File: config.mk
export PLATFORM = sky130hd
export DESIGN_NAME = match_sequencer
export DESIGN_NICKNAME = d
export VERILOG_FILES = /design/src/rtl/match_sequencer.sv
export SDC_FILE = /design/constraint.sdc
export NUM_CORES = 1
export LEC_CHECK = 0
export ABC_AREA = 1
export BUFFER_PORTS_ARGS = -buffer_cell sky130_fd_sc_hd__buf_2
export CAP_MARGIN = 20
export CORE_MARGIN = 2
export CORE_UTILIZATION = 49
export DETAILED_ROUTE_END_ITERATION = 8
export GPL_TIMING_DRIVEN = 0
export PLACE_DENSITY_LB_ADDON = 0.15
export SETUP_SLACK_MARGIN = 0.3
export SYNTH_ARGS = -nofsm -noshare
export SYNTH_HDL_FRONTEND = slang
export SYNTH_SLANG_ARGS = --single-unit
File: constraint.sdc
create_clock -name clk -period 1.2 [get_ports clk]
set_input_delay 0.18 -clock clk [delete_from_list [all_inputs] [get_ports clk]]
set_output_delay 0.18 -clock clk [all_outputs]
set_load 0.01 [all_outputs]
File: src/rtl/match_sequencer.sv
// Two-player match sequencer: arms each game, runs the pre-game countdown,
// credits the game winner and declares the match winner at WIN_SCORE.
module match_sequencer #(
    parameter int SCORE_W     = 7,
    parameter int WIN_SCORE   = 7,
    parameter int PAUSE_TICKS = 3,
    parameter int CNT_W       = 4
) (
    input  logic               clk,
    input  logic               resetMatch,
    input  logic               tick,
    input  logic               startBtn,
    input  logic               gameFinished,
    input  logic               lastWinner,
    output logic               gameReset,
    output logic               gameRun,
    output logic [SCORE_W-1:0] player1_score,
    output logic [SCORE_W-1:0] player2_score,
    output logic [CNT_W-1:0]   countdown,
    output logic               matchOver,
    output logic               matchWinner,
    output logic [2:0]         state
);

    typedef enum logic [2:0] {
        IDLE  = 3'd0,
        LOAD  = 3'd1,
        COUNT = 3'd2,
        PLAY  = 3'd3,
        CHECK = 3'd4,
        OVER  = 3'd5
    } state_t;

    state_t             state_q, state_d;
    logic [SCORE_W-1:0] p1_q, p1_d;
    logic [SCORE_W-1:0] p2_q, p2_d;
    logic [CNT_W-1:0]   cnt_q, cnt_d;
    logic               last_q, last_d;
    logic               winner_q, winner_d;
    logic               grst_q, grst_d;
    logic               grun_q, grun_d;
    logic               over_q, over_d;
    logic [SCORE_W-1:0] last_score;

    assign last_score = last_q ? p2_q : p1_q;

    always_comb begin
        state_d  = state_q;
        p1_d     = p1_q;
        p2_d     = p2_q;
        cnt_d    = cnt_q;
        last_d   = last_q;
        winner_d = winner_q;
        case (state_q)
            IDLE: begin
                if (startBtn) state_d = LOAD;
            end
            LOAD: begin
                cnt_d   = CNT_W'(PAUSE_TICKS);
                state_d = (PAUSE_TICKS == 0) ? PLAY : COUNT;
            end
            COUNT: begin
                if (tick) begin
                    cnt_d = cnt_q - CNT_W'(1);
                    if (cnt_q == CNT_W'(1)) state_d = PLAY;
                end
            end
            PLAY: begin
                if (gameFinished) begin
                    last_d  = lastWinner;
                    state_d = CHECK;
                    if (lastWinner) p2_d = p2_q + SCORE_W'(1);
                    else            p1_d = p1_q + SCORE_W'(1);
                end
            end
            CHECK: begin
                if (last_score == SCORE_W'(WIN_SCORE)) begin
                    state_d  = OVER;
                    winner_d = last_q;
                end else begin
                    state_d = LOAD;
                end
            end
            OVER: begin
                if (startBtn) begin
                    p1_d     = '0;
                    p2_d     = '0;
                    winner_d = 1'b0;
                    state_d  = LOAD;
                end
            end
            default: state_d = IDLE;
        endcase
        // Outputs are registered from the next state so they line up with it.
        grst_d = (state_d == LOAD);
        grun_d = (state_d == PLAY);
        over_d = (state_d == OVER);
    end

    always_ff @(posedge clk or posedge resetMatch) begin
        if (resetMatch) begin
            state_q  <= IDLE;
            p1_q     <= '0;
            p2_q     <= '0;
            cnt_q    <= '0;
            last_q   <= 1'b0;
            winner_q <= 1'b0;
            grst_q   <= 1'b0;
            grun_q   <= 1'b0;
            over_q   <= 1'b0;
        end else begin
            state_q  <= state_d;
            p1_q     <= p1_d;
            p2_q     <= p2_d;
            cnt_q    <= cnt_d;
            last_q   <= last_d;
            winner_q <= winner_d;
            grst_q   <= grst_d;
            grun_q   <= grun_d;
            over_q   <= over_d;
        end
    end

    assign gameReset     = grst_q;
    assign gameRun       = grun_q;
    assign player1_score = p1_q;
    assign player2_score = p2_q;
    assign countdown     = cnt_q;
    assign matchOver     = over_q;
    assign matchWinner   = winner_q;
    assign state         = state_q;

endmodule

# Word level (Yosys, flattened, before mapping)
# Index checks and enable logic that the tools add are counted.
[word_totals]
input_bits = 6
mem_bits_ro = 0
latch_bits = 0
mem_bits_rw = 0
register_bits = 26
memories = 0
word_cells = 57
output_inout_bits = 25
[classes]
shifts = 0
eq_ne = 16
bitwise = 0
order_cmp = 0
n_mul = 0
n_reduce_logical = 10
muxes = 19
n_addsub = 3
n_div = 0
[ops]
columns = ["operator", "count"]
rows = [
  ["$mux 7", 6],
  ["$pmux 7 s2", 2],
  ["$mux 3", 5],
  ["$pmux 3 s5", 1],
  ["$add 7x1->7 const B", 2],
  ["$ne 2x2->1 const B", 6],
  ["$eq 3x2->1 const B", 3],
  ["$eq 3x3->1 const B", 3],
  ["$pmux 4 s2", 1],
  ["$reduce_and 4->1", 2],
  ["$eq 7x3->1 const B", 1],
  ["$eq 3x1->1 const B", 2],
  ["$reduce_bool 2->1", 3],
  ["$eq 4x1->1 const B", 1],
  ["$mux 4", 1],
  ["$reduce_and 2->1", 2],
  ["$sub 4x1->4 const B", 1],
  ["$logic_not 3->1", 1],
  ["$reduce_and 3->1", 1],
  ["$mux 1", 2],
  ["$pmux 1 s2", 1],
  ["$reduce_or 2->1", 1],
]

# Logic depth before layout (Yosys ltp)
[depth]
ltp_word = 5
depth_mapped = 11
mapped_depth_nobuf = 11

# Worst setup path before layout
# OpenSTA, ideal clock, no wires.
[synth_path]
path_type = "register to register"
startpoint = "register state_q[2] (netlist: state[2])"
endpoint = "register p2_q[5] (netlist: player2_score[5])"
period_less_slack_ns = 1.370
stages_incl_launch_ff = 11
path_slack_ns = -0.170
setup_time_ns = 0.118
n_path_buf = 1
t_arrival_ns = 1.252
path_cell_list = "dfrtp_1 > inv_2 > nor2_2 > nand2_2 > nor2_4 > inv_2 > nand2_2 > inv_2 > nand2_4 > buf_8 > o21ai_2"
[synth_between]
elab_chain_len = 3
word_cells_on_any_way = 8
[synth_rtl]
columns = ["item", "line_no", "source"]
rows = [
  ["from (decl)", "34", "state_t state_q, state_d;"],
  ["from (signal assigned)", "112", "state_q <= state_d;"],
  ["$eq 3x2->1 / $eq 3x3->1 (equally long branches)", "54", "case (state_q)"],
  ["$ne 2x2->1 (no source line) / $reduce_bool 2->1 (equally long branches)", "--", ""],
  ["$reduce_and 4->1 (no source line)", "--", ""],
  ["to (signal assigned)", "114", "p2_q <= p2_d;"],
  ["to (decl)", "36", "logic [SCORE_W-1:0] p2_q, p2_d;"],
]
# Several ways; a longest one is shown, not always the timed one.
# A chain may end at the register's enable or synchronous reset.

# Worst setup path after layout
[layout_path]
startpoint = "register state_q[1] (netlist: state[1])"
endpoint = "register p2_q[1] (netlist: player2_score[1])"
# Same word-level chain as after synthesis.

==> results.md <==
* Ys flop type: dfrtp_1
* GRT Max-Usage Layer: met2
* Comb pwr share at between 60% and 70%
* Vias in the first global route at between 1.5k and 2k
* Vias at approximately 1.7k
* Worst Tran Pin Value at 0.5319 ns
* WS Path Type: reg2reg
* CP required at ~1.4 ns
* Clock insertion delay at the later pin of the skew report at between 0.3 and 0.4 ns
* Top-count cell post-synth: nand2_1
* # rows at 20
* Simple-gate share of the synthesized area at around 34%
* Antenna Violating Nets Remaining at 0
* Failing checks: negative hold slack, negative setup slack
* Net Switching at 2.615 mW
* CTS Buf Count at 3
* Final worst path period need at 1.481 ns
* Via/cell ratio at 5.135
* Design Power at a little under 6 mW
* FFs w/ async S/R, synth at between 90% and 100%
* Hold Worst Slack at -0.1450 ns
* Post-synthesis sequential area ratio at just over 40%
* Antenna violations before repair at 0
* Setup TNS Final at -4.935 ns
* Internal at 3.214 mW
* Clk pwr share at between 8 and 9%
* Global routing usage on met1 at between 30% and 40%
* Fin Clk Skew at 0.003156 ns
* Syn_area_per_cell at roughly 7.5 µm²
* Sw Ratio at about 45%
* CTS tree: built
* Bufs on Longest Clock Path at 2
* Main combinational cell family by area after synthesis: simple AND/OR/NAND/NOR gates
* All-Layer GR Usage at between 20% and 30%
* EDFF count, synth at 0
* Critical Path Fanout Max at 5
* Critical Path Source Type: register
* Share of layout cells above drive strength 1 at between 50% and 60%
* Mux cell area share after synthesis at 0%
* Leading area contributor after synthesis: dfrtp_1
* Final Hold Vio Count at 11
* Clk pin slew, worst setup/hold paths at ~0.15 ns
* # nets final at between 200 and 300
* Count of cell types in the netlist at 27
* Reg power frac at 28.9%
* Boundary pin count at 31
* Maximum vdd drop at ~1.4 mV
* CP arrival at about 1.7 ns
* Placed Cells at 283
* Final wirelength at between 4 and 5 mm
* Met3 usage in global routing at ~4.1%
* Core ar. at roughly 3100 µm²
* Pwr dens at 2365 nW/µm²
* First-pass GRT wire length at just under 7 mm
* Dpl hpwl at ~2.5 mm
* Cells after synthesis at 209
* Area contributors post-synth: dfrtp_1 41%, nand2_1 14%, inv_1 5.3%, nand3_1 5.1%, nand2_2 3.6%
* Antenna cell count at 0
* Drt wl/cell at 14.06 µm
* Post-route setup slack at -0.2815 ns
* Die Ht at 60.59 µm
* Status: finished with violations
* Area growth syn-to-layout at 57.10%
* Synth Net Count at 219
* Hold Crit Class: in2async
* Die area at around 3700 µm²
* Clk sinks at 26
* Total grt overflow at 0
* Non-Filler Instances at roughly 330
* RSZ-0062 raised after global routing: true
* Mapped Area at about 1600 µm²
* IO buf count at 30
* Iteration-0 DRC Markers at 95
* Compound-Gate Fraction of Synth Area at 9.410%
* Fin crit share at 123.5%
* Clock root cell: clkbuf_4
* Max-slew violations at 0
* Utilization after layout at 80.74%
* First-pass DRT Iterations at 4
* Adder-Cell Fraction of Synth Area at ~3.2%
* P_leak at 1.278 nW
* Residual DRC at 0
* Seq cells post-synth at 26
* Post-CTS Hold Buffers at 0
* Endpoints failing setup at 27
* Xor/xnor cell area share of the yosys netlist at about 3.3%
* Synth Warn # at 0
* Pin count of the biggest net entering global routing at 27
* Crit end category: register
* # H-tree levels at 1
* Slew headroom at between 60% and 70%
* Met2 capacity usage during global routing at a little over two fifths
* Synth top area share at 41.47%
* Commonest cells in the netlist: 60 x nand2_1, 26 x dfrtp_1, 22 x inv_1
* Max Cap Viol at 0
* Routability cong. at 0.8065
* Die Span X at between 60 and 70 µm
* Max Fclk at 675.0 MHz
* Initial Util at between 50% and 60%
[cell usage in the layout, fill, tap and decap left out, types with 6 or more instances in the layout]
cell type / Yosys / layout
buf_2: 0 / 21
buf_4: 0 / 31
buf_6: 0 / 16
dfrtp_1: 26 / 15
dfrtp_2: 0 / 11
inv_1: 22 / 13
inv_2: 5 / 9
nand2_1: 60 / 44
nand2_2: 9 / 20
nand3_1: 16 / 12
nor2_1: 13 / 12
o21ai_1: 3 / 7
o21ai_2: 5 / 8
xor2_1: 6 / 6
[layout make-up]
class / instances / area (µm²)
repair buffers: 70 / 560.5
fillers: 204 / 588.1
well taps: 44 / 55.05
inverters: 27 / 116.4
flip-flops and latches: 26 / 664.4
clock buffers: 4 / 36.28
plain buffers: 4 / 52.55
multi-input cells: 152 / 979.7
[critical path, cell delays in order (launching register included)]
cell,delay [ns]
dfrtp_2,0.48
inv_4,0.08
nor3_4,0.26
nand2_2,0.15
nand2_4,0.11
nand2_8,0.08
buf_12,0.14
nand2_2,0.05
o21ai_2,0.05
[timing repair]
action                                  4_1_cts  5_1_grt
gates cloned                                  1        0
resized for setup                            50       28
buffers inserted                             30        8
hold endpoints to repair                      0       11
pin swaps                                    17       14
endpoints found under the setup margin       51       51
[metal layers]
| metal | vias to the layer above | part of all wire, % |
|---|---|---|
| met4 | 0 | 1.6 |
| met3 | 8 | 4.3 |
| li1 | 823 | - |
| met2 | 57 | 52 |
| met1 | 791 | 42 |
| met5 | - | 0 |
[power groups by stage]
stage	logic [mW]	clock network, mW	registers [mW]
after global routing	4.00	0.498	1.73
after CTS	3.29	0.470	1.63
final	3.68	0.471	1.68
after detailed placement	2.18	0	1.70
after floorplan	1.46	0	1.78
after global placement	2.13	0	1.70
[through the flow]
step | setup slack, ns | cell area (µm²) | hold WS, ns
floorplan | -0.1222 | 1617 | 0.2195
global placement | -0.2557 | 1822 | 0.4313
detailed placement | -0.3169 | 1822 | 0.4279
CTS | -0.1841 | 2290 | 0.09178
global route | -0.3241 | 2465 | -0.1235
finish | -0.2815 | 2465 | -0.1450
[state kept, by name (all words and copies together), names as in the netlist]
register,flops
player1_score,7
player2_score,7
countdown,4
state,3
gameReset,1
gameRun,1
last_q,1
matchOver,1
matchWinner,1
[final timing paths]
kind	startpoint	end	slack (ns)	cells after the start
max	state[1]	player2_score[1]	-0.28	8
min	resetMatch	player2_score[3]	-0.14	2
max reg2reg	state[1]	player2_score[1]	-0.28	8
min reg2reg	matchWinner	matchWinner	0.52	2
max in group asynchronous	resetMatch	state[2]	0.85	3
min in group clk	lastWinner	last_q	0.09	3
[cells by family (layout without fill, tap and decap cells)]
logic type | count (synthesis) | in the layout
buffers and inverters | 31 | 105
adder cells (fa/ha/maj) | 4 | 4
AO/OA/AOI/OAI | 24 | 24
flip-flops | 26 | 26
XOR/XNOR | 6 | 6
AND/OR/NAND/NOR | 118 | 118
Power figures use the tool's default switching activity.
